==> src/rtl/shift_sub_divider_pkg.sv <==
// Shared constants for the sequential arithmetic units. The multiplier
// controller uses the same state encodings.
package shift_sub_divider_pkg;
    localparam int DATA_WIDTH_DEF = 8;
    localparam int STATE_REG_DEF  = 4;
    localparam int STATE_W        = 4;

    typedef enum logic [STATE_W-1:0] {
        IDLE = 4'd0,
        CALC = 4'd1,
        DONE = 4'd2
    } state_e;
endpackage

==> src/rtl/shift_sub_div_controller.sv <==
// Divider control FSM. It owns the iteration counter and decodes the
// load, shift and last-iteration enables that drive the top-level datapath.
module shift_sub_div_controller
    import shift_sub_divider_pkg::*;
#(
    parameter int DATA_WIDTH = DATA_WIDTH_DEF,
    parameter int CNT_W      = $clog2(DATA_WIDTH) + 1
) (
    input  logic   i_clk,
    input  logic   i_rst_n,
    input  logic   i_start,
    input  logic   i_div_zero,
    output state_e o_state,
    output logic   o_busy,
    output logic   o_done,
    output logic   o_load,
    output logic   o_shift,
    output logic   o_last
);
    state_e             r_state;
    state_e             w_next;
    logic [CNT_W-1:0]   r_cnt;

    // State register.
    always_ff @(posedge i_clk or negedge i_rst_n) begin
        if (!i_rst_n) r_state <= IDLE;
        else          r_state <= w_next;
    end

    // Iteration counter: loaded on an accepted start, counts down once per shift.
    always_ff @(posedge i_clk or negedge i_rst_n) begin
        if (!i_rst_n)     r_cnt <= '0;
        else if (o_load)  r_cnt <= CNT_W'(DATA_WIDTH);
        else if (o_shift) r_cnt <= r_cnt - CNT_W'(1);
    end

    // Next-state and enable decode. Unused encodings fall back to IDLE.
    always_comb begin
        w_next  = r_state;
        o_load  = 1'b0;
        o_shift = 1'b0;
        o_last  = 1'b0;
        o_done  = 1'b0;
        case (r_state)
            IDLE: begin
                if (i_start) begin
                    o_load = 1'b1;
                    w_next = i_div_zero ? DONE : CALC;
                end
            end
            CALC: begin
                o_shift = 1'b1;
                if (r_cnt == CNT_W'(1)) begin
                    o_last = 1'b1;
                    w_next = DONE;
                end
            end
            DONE: begin
                o_done = 1'b1;
                w_next = IDLE;
            end
            default: w_next = IDLE;
        endcase
    end

    assign o_state = r_state;
    assign o_busy  = (r_state != IDLE);
endmodule

==> src/rtl/shift_sub_divider.sv <==
// Restoring shift-and-subtract unsigned divider, one quotient bit per clock.
// Holds the R/Q/M datapath and subtractor; sequencing lives in the controller.
module shift_sub_divider
    import shift_sub_divider_pkg::*;
#(
    parameter int DATA_WIDTH = DATA_WIDTH_DEF,
    parameter int STATE_REG  = STATE_REG_DEF
) (
    input  logic                  i_clk,
    input  logic                  i_rst_n,
    input  logic                  start,
    input  logic [DATA_WIDTH-1:0] dividend,
    input  logic [DATA_WIDTH-1:0] divisor,
    output logic [DATA_WIDTH-1:0] quotient,
    output logic [DATA_WIDTH-1:0] remainder,
    output logic                  busy,
    output logic                  done,
    output logic                  div_by_zero,
    output logic [STATE_REG-1:0]  p_STATE
);
    localparam int CNT_W = $clog2(DATA_WIDTH) + 1;

    logic [DATA_WIDTH:0]     r_r;
    logic [DATA_WIDTH-1:0]   r_q;
    logic [DATA_WIDTH-1:0]   r_m;

    state_e                  w_state;
    logic                    w_load;
    logic                    w_shift;
    logic                    w_last;
    logic                    w_div_zero;
    logic [2*DATA_WIDTH:0]   w_rq_shift;
    logic [DATA_WIDTH:0]     w_r_shift;
    logic [DATA_WIDTH:0]     w_trial;
    logic [DATA_WIDTH:0]     w_r_next;
    logic [DATA_WIDTH-1:0]   w_q_next;

    shift_sub_div_controller #(
        .DATA_WIDTH (DATA_WIDTH),
        .CNT_W      (CNT_W)
    ) u_ctrl (
        .i_clk      (i_clk),
        .i_rst_n    (i_rst_n),
        .i_start    (start),
        .i_div_zero (w_div_zero),
        .o_state    (w_state),
        .o_busy     (busy),
        .o_done     (done),
        .o_load     (w_load),
        .o_shift    (w_shift),
        .o_last     (w_last)
    );

    assign w_div_zero = (divisor == '0);

    // One restoring step: shift {R,Q} left, trial-subtract M, keep or restore.
    // The trial MSB is the borrow; clear means the subtraction fits.
    assign w_rq_shift = {r_r, r_q} << 1;
    assign w_r_shift  = w_rq_shift[2*DATA_WIDTH:DATA_WIDTH];
    assign w_trial    = w_r_shift - {1'b0, r_m};
    assign w_r_next   = w_trial[DATA_WIDTH] ? w_r_shift : w_trial;
    assign w_q_next   = w_rq_shift[DATA_WIDTH-1:0]
                      | {{(DATA_WIDTH-1){1'b0}}, ~w_trial[DATA_WIDTH]};

    // Working registers: loaded on accepted start, stepped each CALC cycle.
    always_ff @(posedge i_clk or negedge i_rst_n) begin
        if (!i_rst_n) begin
            r_r <= '0;
            r_q <= '0;
            r_m <= '0;
        end else if (w_load) begin
            r_r <= '0;
            r_q <= dividend;
            r_m <= divisor;
        end else if (w_shift) begin
            r_r <= w_r_next;
            r_q <= w_q_next;
        end
    end

    // Result registers change only on completion (normal or zero divisor).
    always_ff @(posedge i_clk or negedge i_rst_n) begin
        if (!i_rst_n) begin
            quotient  <= '0;
            remainder <= '0;
        end else if (w_load && w_div_zero) begin
            quotient  <= '1;
            remainder <= dividend;
        end else if (w_last) begin
            quotient  <= w_q_next;
            remainder <= w_r_next[DATA_WIDTH-1:0];
        end
    end

    // Error flag describes the most recent accepted operation.
    always_ff @(posedge i_clk or negedge i_rst_n) begin
        if (!i_rst_n)    div_by_zero <= 1'b0;
        else if (w_load) div_by_zero <= w_div_zero;
    end

    assign p_STATE = STATE_REG'(w_state);
endmodule

==> config.mk <==
export PLATFORM = sky130hd
export DESIGN_NAME = shift_sub_divider
export DESIGN_NICKNAME = d
export VERILOG_FILES = /design/src/rtl/shift_sub_divider_pkg.sv /design/src/rtl/shift_sub_div_controller.sv /design/src/rtl/shift_sub_divider.sv
export SDC_FILE = /design/constraint.sdc
export NUM_CORES = 1
export LEC_CHECK = 0
export ABC_CLOCK_PERIOD_IN_PS = 3900
export BUFFER_PORTS_ARGS = -buffer_cell sky130_fd_sc_hd__buf_2
export CORE_MARGIN = 1.5
export CORE_UTILIZATION = 57
export CTS_CLUSTER_SIZE = 24
export DETAILED_ROUTE_END_ITERATION = 6
export PLACE_DENSITY_LB_ADDON = 0.08
export RECOVER_POWER = 50
export SETUP_SLACK_MARGIN = 0.15
export SLEW_MARGIN = 0
export SYNTH_ARGS = -nofsm -noshare
export SYNTH_HDL_FRONTEND = slang
export SYNTH_HIERARCHICAL = 1
export SYNTH_SLANG_ARGS = --single-unit
==> constraint.sdc <==
create_clock -name i_clk -period 3.9 [get_ports i_clk]
set_clock_uncertainty 0.15 [all_clocks]
set_input_delay 0.585 -clock i_clk [delete_from_list [all_inputs] [get_ports i_clk]]
set_output_delay 0.585 -clock i_clk [all_outputs]
set_load 0.005 [all_outputs]
==> impl_metrics.csv, run 1 <==
group,metric,value,unit
sta,slew_headroom,-64.5,%
sta,tightest_slew,2.47,ns
synth,synth_area_per_cell,9.75,um^2
global_routing,met2_usage,39.9,%
sta,slew_violations,48,
place,numPortBuffers,39,
global_routing,grt_pass1_wl,9710,um
cts,cts_buffers,5,
critical_path,timing.critical_path.fanout_max,10,
finish,drive_gt1_share,19.3,%
power,pwr_density_cell,1020,nW/um^2
die,start_util,59.0,%
sta,min_period_over_period,81.0,%
drt,drc_errors,0,
synth,synth_top_cells_by_count,"dfrtp_1, nand2_1, o21ai_0",
cts,clock-root-buffer,"clkbuf_8",
sta,hold_violations,0,
critical_path,cp_slowest_cell,"mux2i_2",
die,dieHeight,72.7,um
power,ir_drop,669,uV
global_routing,grt_util_all_layers,23.5,%
die,rows,25,
synth,yosysMostFrequentCell,"dfrtp_1",
cts,cts_setup_buffers,0,
synth,synthArstFlopShare,100,%
cts,post_cts_resized,0,
power,p_switching,0.00144,W
critical_path,r2r-start,"r_q[7]",
critical_path,crit_path_cell_trace,"inv_1, ha_1, inv_1, fa_1, a211o_1, a221oi_4, mux2i_2, buf_4, o21ai_1, a311oi_2",
global_routing,grt_pass1_vias,2125,
critical_path,r2r_cells,10,
cts,cts_tree,"built",
global_routing,use_met1,30.9,%
die,die_w,72.7,um
finish,fillerInstances,416,
synth,synth.top_cells.by_area,"dfrtp_1, mux2i_1, ha_1",
finish,synthToLayoutAreaGrowth,9.71,%
critical_path,cp-start-kind,"flip-flop",
critical_path,cpPeakStageDelay,0.55,ns
place,dp.cells,362,
synth,synth_edf_count,0,
sta,timing.fmax,317,MHz
synth,yosys.area.top_type,"dfrtp_1",
critical_path,cp.arrival,3.22,ns
synth,yosys_warnings,6,
cts,clockBufferDepth,2,
run_status,outcome,"complete, but fails checks",
critical_path,rr_endpoint,"r_r[1]",
min_path,whs_path_depth,1,
sta,setup_tns,0,ns
die,io_pins,42,
min_path,min_to,"u_ctrl/r_cnt[3]",
die,core,4690,um^2
power,swShare,46.4,%
cts,clk_latency,0.30,ns
drt,drt_iter0_markers,130,
synth,postSynthCellCount,284,
global_routing,globalRouteMet3Util,4.01,%
drt,wl_per_cell,15.4,um
synth,synth_cell_types,59,
run_status,violations,"capacitance limit, slew limit",
drt,drt_wl_total,5720,um
finish,fin_cells,370,
cts,clock-sinks,47,
critical_path,r2r_slack,0.74,ns
cts,ctsHoldBuffers,0,
critical_path,critPathCaptureType,"flip-flop",
cts,h-tree-depth,2,
critical_path,cp.required,3.96,ns
power,power_frac_seq,28.7,%
cts,cts.clk_slew.worst_paths,0.09,ns
place,hpwl,4180,um
global_routing,grt_max_degree,48,
synth,synth-seq-cells,47,
global_routing,overflow,0,
synth,syn_area,2770,um^2
drt,first_pass_iters,5,
min_path,hold_start,"u_ctrl/r_cnt[3]",
drt,num_vias,2183,
power,clockPowerShare,9.1,%
finish,finalNetCount,345,
synth,synthFlopType,"dfrtp_1",
sta,setup_violations,0,
synth,synth_seq_area_share,42.5,%
flow_run,cap_violations,1,
die,die-area,5290,um^2
place,place.gp.congestion,0.805,
sta,holdWs,0.331,ns
power,power_frac_comb,62.2,%
finish,antenna_cells,0,
critical_path,path_class,"reg2reg",
drt,via_per_inst,5.90,
global_routing,top_usage_layer,"met2",
synth,synth_top_cell_area_share,42.5,%
power,p_int,0.00166,W
min_path,hold_path_class,"reg2reg",
drt,drtAntennaViolNets,0,
critical_path,crit_top_cell,"inv_1",
sta,period_minus_slack,3.16,ns
sta,rsz0062_at_grt,"false",
finish,finish.utilization,64.8,%
global_routing,antenna_found_initial,0,
power,power_leakage,1.40,nW
-- flip-flops by register name (all words and copies together) (netlist names) --
name / count
r_m: 8
u_ctrl/r_cnt: 4
div_by_zero: 1
r_q: 8
r_r: 8
remainder: 8
quotient: 8
u_ctrl/o_state: 2
-- how the worst max path moves through the flow --
| stage | startpoint | end | slack [ns] | depth (start not counted) |
|---|---|---|---|---|
| 2_1_floorplan | r_q[7] | r_r[4] | 1.15 | 10 |
| 5_1_grt | r_q[7] | r_r[3] | 0.52 | 10 |
| 3_3_place_gp | r_q[7] | r_r[1] | 0.87 | 10 |
| 3_5_place_dp | r_q[7] | r_r[1] | 0.80 | 10 |
| 4_1_cts | r_q[7] | r_r[1] | 0.77 | 10 |
| 6_report | r_q[7] | r_r[1] | 0.74 | 10 |
-- layer usage --
metal | part of all wire [%] | vias to the layer above | wire length (um)
met2 | 46 | 44 | 2620
met1 | 49 | 1047 | 2800
li1 | - | 1083 | -
met5 | 0 | - | 0
met3 | 3.4 | 9 | 196
met4 | 1.7 | 0 | 95
-- cells in the final DEF, fill, tap and decap left out, types with 3 or more instances in the layout --
cell / n
o21ai_0: 17
buf_2: 36
ha_1: 10
clkbuf_1: 4
o21ai_1: 11
a21o_1: 4
nand4_1: 6
clkbuf_8: 5
nand2b_1: 3
nor2_1: 11
xnor2_1: 3
dfrtp_1: 47
nand2_1: 28
and2_1: 3
nor4_1: 3
mux2i_1: 15
inv_1: 14
a311oi_1: 5
o211ai_1: 10
nor3b_1: 10
buf_4: 3
a21oi_1: 10
nand3_1: 8
nor2b_1: 6
-- cells by family (layout without fill, tap and decap cells) --
| kind of cell | after synthesis | count (layout) | share of synthesized area (%) |
|---|---|---|---|
| AO/OA/AOI/OAI | 78 | 78 | 19.9 |
| flip-flops | 47 | 47 | 42.5 |
| XOR/XNOR | 5 | 5 | 1.58 |
| AND/OR/NAND/NOR | 90 | 90 | 18.0 |
| other | 1 | 2 | 0.135 |
| adder cells (fa/ha/maj) | 11 | 11 | 5.24 |
| multiplexers | 18 | 18 | 6.86 |
| buffers and inverters | 34 | 65 | 5.78 |
-- power groups by stage --
stage / Clock (W) / Sequential (W) / Combinational, W
after floorplan: 0 / 0.000862 / 0.00159
after global placement: 0 / 0.000891 / 0.00187
after detailed placement: 0 / 0.000898 / 0.00192
after CTS: 0.000288 / 0.000888 / 0.00192
after global routing: 0.000305 / 0.000915 / 0.00217
final: 0.000283 / 0.000887 / 0.00193
-- critical path: cells and delay by family (launching register included) --
family | cells | cell delay, ns
AO/OA/AOI/OAI | 4 | 1.01
multiplexers | 1 | 0.55
adder cells (fa/ha/maj) | 2 | 0.56
buffers and inverters | 3 | 0.38
flip-flops | 1 | 0.42
-- layout make-up --
type	instances	area [um^2]	share of cell area, %
clock inverters	1	5.00	0.165
flip-flops and latches	47	1180	38.7
repair buffers	42	214	7.04
inverters	15	56.3	1.85
clock buffers	7	76.3	2.51
well taps	54	67.6	2.22
multi-input cells	204	1440	47.5
-- per-stage QoR --
| step | instance area, um^2 | total power (W) | worst slack (ns) |
|---|---|---|---|
| finish | 3040 | 0.00310 | 0.742 |
| global route | 3040 | 0.00339 | 0.518 |
| detailed placement | 2960 | 0.00282 | 0.801 |
| global placement | 2960 | 0.00277 | 0.872 |
| floorplan | 2770 | 0.00245 | 1.15 |
| CTS | 3040 | 0.00310 | 0.768 |
Power figures use the tool's default switching activity.
==> inputs of run 2 (changes only) <==
- ABC_CLOCK_PERIOD_IN_PS: 3900 -> 3200
- clock period: 3.9 -> 3.2 ns (I/O delays scaled with it)
==> run 2 against run 1 <==
Against the previous run:
- the run still ends with capacitance limit, slew limit left
- register-to-register slack worse by 0.45 ns
- critical path depth unchanged
- final cell count grew 1.1%
- count of clock-buffer cells in the layout shrank 1
- total power rose by 26%
- fmax increased by 8.7%
- worst setup slack lost 0.45 ns
- non-clock buffer count is 4 higher
- via count is 1.4% higher
- global-route usage up 0.93 points
- critical path type unchanged
- highest routed layer unchanged
==> impl_metrics.csv, run 2 (same netlist as run 1, synthesis figures left out) <==
group,metric,value,unit
place,place_area,2990,um^2
sta,period_minus_slack,2.90,ns
critical_path,r2r_cells,10,
finish,most-common-layout-cells,"dfrtp_1, buf_2, nand2_1",
global_routing,grt_util_all_layers,24.5,%
critical_path,crit_path_cell_trace,"inv_1, ha_1, inv_1, fa_1, a211o_1, a221oi_4, mux2i_2, buf_4, nor2_1, a211o_1",
finish,finalNetCount,349,
global_routing,met2_usage,37.2,%
global_routing,globalRouteMet3Util,4.83,%
die,die-area,5290,um^2
place,place.gp.congestion,0.823,
cts,cts_buffers,5,
sta,slew_headroom,-64.3,%
cts,ctsHoldBuffers,0,
drt,first_pass_iters,4,
run_status,violations,"capacitance limit, slew limit",
cts,clk_latency,0.30,ns
finish,final_common_cell,"dfrtp_1",
drt,drtAntennaViolNets,0,
global_routing,use_met1,34.3,%
global_routing,grt_max_degree,48,
global_routing,antenna_found_initial,0,
sta,rsz0062_at_grt,"false",
critical_path,path_class,"reg2reg",
power,ir_drop,924,uV
global_routing,overflow,0,
flow_run,cap_violations,1,
drt,drt_iter0_markers,172,
cts,clock-sinks,47,
sta,setup_tns,0,ns
drt,via_per_inst,5.92,
power,pwr_density_cell,1260,nW/um^2
die,rows,25,
place,hpwl,4320,um
sta,timing.fmax,344,MHz
critical_path,cp.arrival,2.95,ns
finish,synthToLayoutAreaGrowth,12.0,%
global_routing,grt_pass1_vias,2053,
cts,clockBufferDepth,2,
critical_path,rr_endpoint,"quotient[0]",
place,dp.cells,366,
drt,drt_wl_total,5990,um
place,numPortBuffers,39,
critical_path,cp-start-kind,"flip-flop",
die,start_util,59.0,%
sta,setup_violations,0,
die,core,4690,um^2
finish,final_cell_area,3100,um^2
sta,slew_violations,48,
global_routing,grt_pass1_wl,9910,um
cts,post_cts_resized,0,
critical_path,cp.required,3.24,ns
cts,clock-root-buffer,"clkbuf_8",
critical_path,path_buf_inv,3,
critical_path,crit_family,"compound AO/OA/AOI/OAI gates",
critical_path,worstSetupPathDepth,10,
critical_path,cp_slowest_cell,"dfrtp_1",
cts,cts_tree,"built",
drt,drc_errors,0,
critical_path,crit_start,"r_q[7]",
finish,fin_cells,374,
sta,min_period_over_period,90.8,%
critical_path,cpPeakStageDelay,0.41,ns
power,power_leakage,1.43,nW
die,io_pins,42,
cts,h-tree-depth,2,
cts,cts.clk_slew.worst_paths,0.09,ns
die,die_w,72.7,um
global_routing,top_usage_layer,"met2",
sta,holdWs,0.249,ns
min_path,whs_path_depth,3,
finish,antenna_cells,0,
run_status,outcome,"complete, but fails checks",
min_path,hold_path_class,"in2reg",
critical_path,r2r_slack,0.30,ns
sta,hold_violations,0,
critical_path,timing.critical_path.fanout_max,16,
drt,wl_per_cell,16.0,um
sta,tightest_slew,2.47,ns
critical_path,r2r-start,"r_q[7]",
critical_path,critPathCaptureType,"flip-flop",
critical_path,setup.worst_path.end,"quotient[0]",
finish,drive_gt1_share,20.3,%
die,dieHeight,72.7,um
drt,num_vias,2213,
cts,cts_setup_buffers,0,
run 2: cell types whose count changed in the layout (fill, tap and decap cells not counted), sizes merged:
cell    change
buf         +1
bufinv      +1
clkbuf      +2
run 2: report_power, final:
group          internal [W]  switching [W]  total (W)
clock network      0.000253       0.000197   0.000450
logic              0.000998        0.00138    0.00238
registers          0.000880       0.000205    0.00109
total               0.00213        0.00178    0.00391
run 2: layer usage:
| metal | up-vias | routed length [um] |
|---|---|---|
| met4 | 0 | 169 |
| met2 | 62 | 2710 |
| li1 | 1094 | - |
| met1 | 1044 | 2790 |
| met5 | - | 0 |
| met3 | 13 | 316 |
run 2: how the worst min path moves through the flow:
stage                         start              end  slack, ns
floorplan                   i_rst_n      div_by_zero       0.03
global placement    u_ctrl/r_cnt[3]  u_ctrl/r_cnt[3]       0.32
detailed placement      quotient[7]      quotient[7]       0.33
CTS                         i_rst_n      quotient[3]       0.24
global route             divisor[6]           r_m[6]       0.25
finish                   divisor[6]           r_m[6]       0.25
run 2: cell type report:
class	count	area, um^2
clock inverter	2	35.0
fill	379	1590
tap	54	67.6
sequential	47	1180
timing repair buffer	46	241
inverter	15	56.3
multi-input combinational	204	1440
clock buffer	6	82.6
run 2: worst register-to-register path, cell delays in order, from the launching register on:
cell and delay, ns:
dfrtp_1 0.41, inv_1 0.07, ha_1 0.17, inv_1 0.06, fa_1 0.40, a211o_1 0.33
a221oi_4 0.34, mux2i_2 0.24, buf_4 0.24, nor2_1 0.08, a211o_1 0.31
run 2: stage by stage:
step	power (W)	utilization, %	worst slack (ns)
final	0.00391	66.1	0.296
after global routing	0.00426	66.1	0.168
after CTS	0.00393	66.3	0.301
after detailed placement	0.00348	63.8	0.315
after global placement	0.00340	63.8	0.399
after floorplan	0.00299	-	0.452
==> inputs of run 3 (changes only) <==
- CORE_MARGIN: 1.5 -> 3
- CORE_UTILIZATION: 57 -> 56
- SYNTH_HIERARCHICAL: 1 -> unset
==> run 3 against run 2 <==
Against the previous run:
- the run still ends with capacitance limit, slew limit left
- critical path depth shrank 1
- count of clock-buffer cells in the layout is the same
- fmax grew 4.8%
- sequential power is essentially flat
- clock power shrank 16%
- final area shrank 9.4%
- synthesized cell count shrank 3.9%
- register-to-register slack gained 0.13 ns
- non-clock buffer count shrank 2
- worst setup slack gained 0.13 ns
- hold slack lost 0.012 ns
- flip-flop and latch count is the same
- critical path type unchanged
==> impl_metrics.csv, run 3 <==
group,metric,value,unit
die,rows,23,
critical_path,cp-start-kind,"flip-flop",
cts,clock-root-buffer,"clkbuf_8",
drt,wl_met3,322,um
power,pwr_density_cell,1200,nW/um^2
synth,synth-seq-cells,47,
cts,cts_tree,"built",
sta,holdWs,0.237,ns
drt,drt_iter0_markers,193,
critical_path,critPathCaptureType,"flip-flop",
drt,drc_errors,0,
cts,cts_buffers,5,
synth,yosys.area.top_type,"dfrtp_1",
run_status,outcome,"complete, but fails checks",
place,place.gp.congestion,0.880,
sta,timing.fmax,361,MHz
finish,final_cell_area,2810,um^2
global_routing,antenna_found_initial,0,
synth,synth_area_per_cell,9.18,um^2
place,hpwl,4210,um
finish,antenna_cells,0,
sta,min_period_over_period,86.6,%
finish,final_common_cell,"dfrtp_1",
drt,first_pass_iters,4,
die,start_util,60.4,%
global_routing,grt_util_all_layers,23.5,%
synth,syn_area,2500,um^2
cts,cts_setup_buffers,0,
finish,drive_gt1_share,17.1,%
global_routing,grt_max_degree,48,
synth,synthFlopType,"dfrtp_1",
cts,clk_latency,0.30,ns
sta,hold_violations,0,
drt,via_per_inst,5.76,
min_path,hold_path_class,"in2reg",
place,numPortBuffers,39,
synth,synth_edf_count,0,
synth,synthArstFlopShare,100,%
synth,synth_top_cells_by_count,"dfrtp_1, nand2_1, o21ai_0",
cts,h-tree-depth,2,
global_routing,grt_pass1_vias,1907,
cts,clockBufferDepth,2,
critical_path,r2r_slack,0.43,ns
cts,ctsHoldBuffers,0,
finish,synthToLayoutAreaGrowth,12.3,%
critical_path,path_class,"reg2reg",
finish,most-common-layout-cells,"dfrtp_1, nand2_1, buf_2",
finish,finish.utilization,67.9,%
sta,tightest_slew,2.56,ns
place,place_area,2730,um^2
die,die_w,72.9,um
drt,routed.top_layer,"met4",
synth,yosysMostFrequentCell,"dfrtp_1",
die,die-area,5310,um^2
drt,met1_length,2660,um
critical_path,cp.required,3.28,ns
critical_path,cpPeakStageDelay,0.42,ns
critical_path,cp.arrival,2.85,ns
sta,slew_violations,48,
sta,slew_headroom,-70.4,%
drt,num_vias,2075,
critical_path,rr_endpoint,"remainder[0]",
critical_path,crit_start,"r_q[7]",
global_routing,overflow,0,
die,core,4140,um^2
die,dieHeight,72.9,um
cts,post_cts_resized,0,
synth,synth_seq_area_share,47.0,%
die,io_pins,42,
sta,setup_violations,0,
critical_path,timing.critical_path.fanout_max,7,
drt,drtAntennaViolNets,0,
critical_path,crit_path_cell_trace,"inv_1, ha_1, inv_1, fa_1, a211oi_2, o211a_1, o211a_1, mux2_4, o211ai_2",
flow_run,cap_violations,1,
finish,finalNetCount,339,
sta,setup_tns,0,ns
power,power_leakage,1.33,nW
sta,period_minus_slack,2.77,ns
global_routing,grt_pass1_wl,9520,um
run_status,violations,"capacitance limit, slew limit",
critical_path,r2r_cells,9,
synth,postSynthCellCount,273,
drt,wl_met2,2710,um
synth,synth_top_cell_area_share,47.0,%
critical_path,setup.worst_path.end,"remainder[0]",
critical_path,cp_slowest_cell,"fa_1",
synth,synth_cell_types,43,
cts,cts.clk_slew.worst_paths,0.09,ns
drt,wl_per_cell,16.0,um
synth,yosys_warnings,0,
sta,rsz0062_at_grt,"false",
power,ir_drop,566,uV
cts,clock-sinks,47,
critical_path,r2r-start,"r_q[7]",
synth,synth.top_cells.by_area,"dfrtp_1, nand2_1, ha_1",
drt,drt_wl_total,5750,um
==> run 3: changes by cell type in the layout (fill, tap and decap cells not counted), moves of 5 or more <==
| cell | delta |
|---|---|
| a311oi_1 | -5 |
| nor3b_1 | -7 |
| nand2_1 | +13 |
| nand3_1 | +10 |
| a22oi_1 | +7 |
| nand4_1 | -5 |
| mux2i_1 | -8 |
| o21ai_0 | +5 |
| nor2_1 | +10 |
| o21ai_1 | -10 |
==> run 3: layer usage <==
metal	vias up	GRT usage, %
met3	6	4.55
li1	1027	-
met1	977	34.0
met4	0	4.92
met5	-	0
met2	65	37.0
==> run 3: layout make-up <==
| class | instances | area [um^2] |
|---|---|---|
| Multi-Input combinational cell | 195 | 1190 |
| Fill cell | 356 | 1330 |
| Inverter | 16 | 60.1 |
| Tap cell | 50 | 62.6 |
| Timing Repair Buffer | 44 | 223 |
| Clock inverter | 2 | 16.3 |
| Sequential cell | 47 | 1180 |
| Clock buffer | 6 | 82.6 |
==> run 3: how the worst min path moves through the flow <==
stage                           start          end  slack (ns)  cells after the start
after detailed placement  div_by_zero  div_by_zero        0.31                      2
after global routing       divisor[1]       r_m[1]        0.25                      3
after global placement    div_by_zero  div_by_zero        0.31                      2
final                      divisor[0]       r_m[0]        0.24                      3
after floorplan               i_rst_n  div_by_zero        0.03                      0
after CTS                  divisor[0]       r_m[0]        0.23                      3
==> run 3: per-stage QoR <==
stage | setup WS [ns] | std cells | power (W)
after floorplan | 0.752 | 274 | 0.00254
after CTS | 0.425 | 360 | 0.00341
final | 0.428 | 360 | 0.00339
after global placement | 0.555 | 352 | 0.00296
after detailed placement | 0.468 | 352 | 0.00301
after global routing | 0.247 | 360 | 0.00369
==> run 3: critical path: cells and delay by family (launching register included) <==
family | cells | cell delay, ns
mux | 1 | 0.35
fa+ha+maj | 2 | 0.59
compound gates | 4 | 1.10
buf+inv | 2 | 0.15
flops | 1 | 0.37
==> run 3: cell families (layout without fill, tap and decap cells) <==
kind of cell / Yosys count / count (layout) / share of synthesized area (%)
simple gates: 100 / 100 / 18.0
compound gates: 68 / 68 / 18.0
flops: 47 / 47 / 47.0
buf+inv: 32 / 68 / 5.59
fa+ha+maj: 11 / 11 / 5.79
mux: 8 / 8 / 3.40
xor+xnor: 6 / 6 / 2.10
other cells: 1 / 2 / 0.150
==> run 3: where the power goes <==
part           leakage (nW)  total [W]  switching (W)  internal [W]
clock                0.0474   0.000380       0.000203      0.000176
combinational         0.720    0.00192        0.00112      0.000797
sequential            0.562    0.00109       0.000199      0.000887
total                  1.33    0.00339        0.00153       0.00186
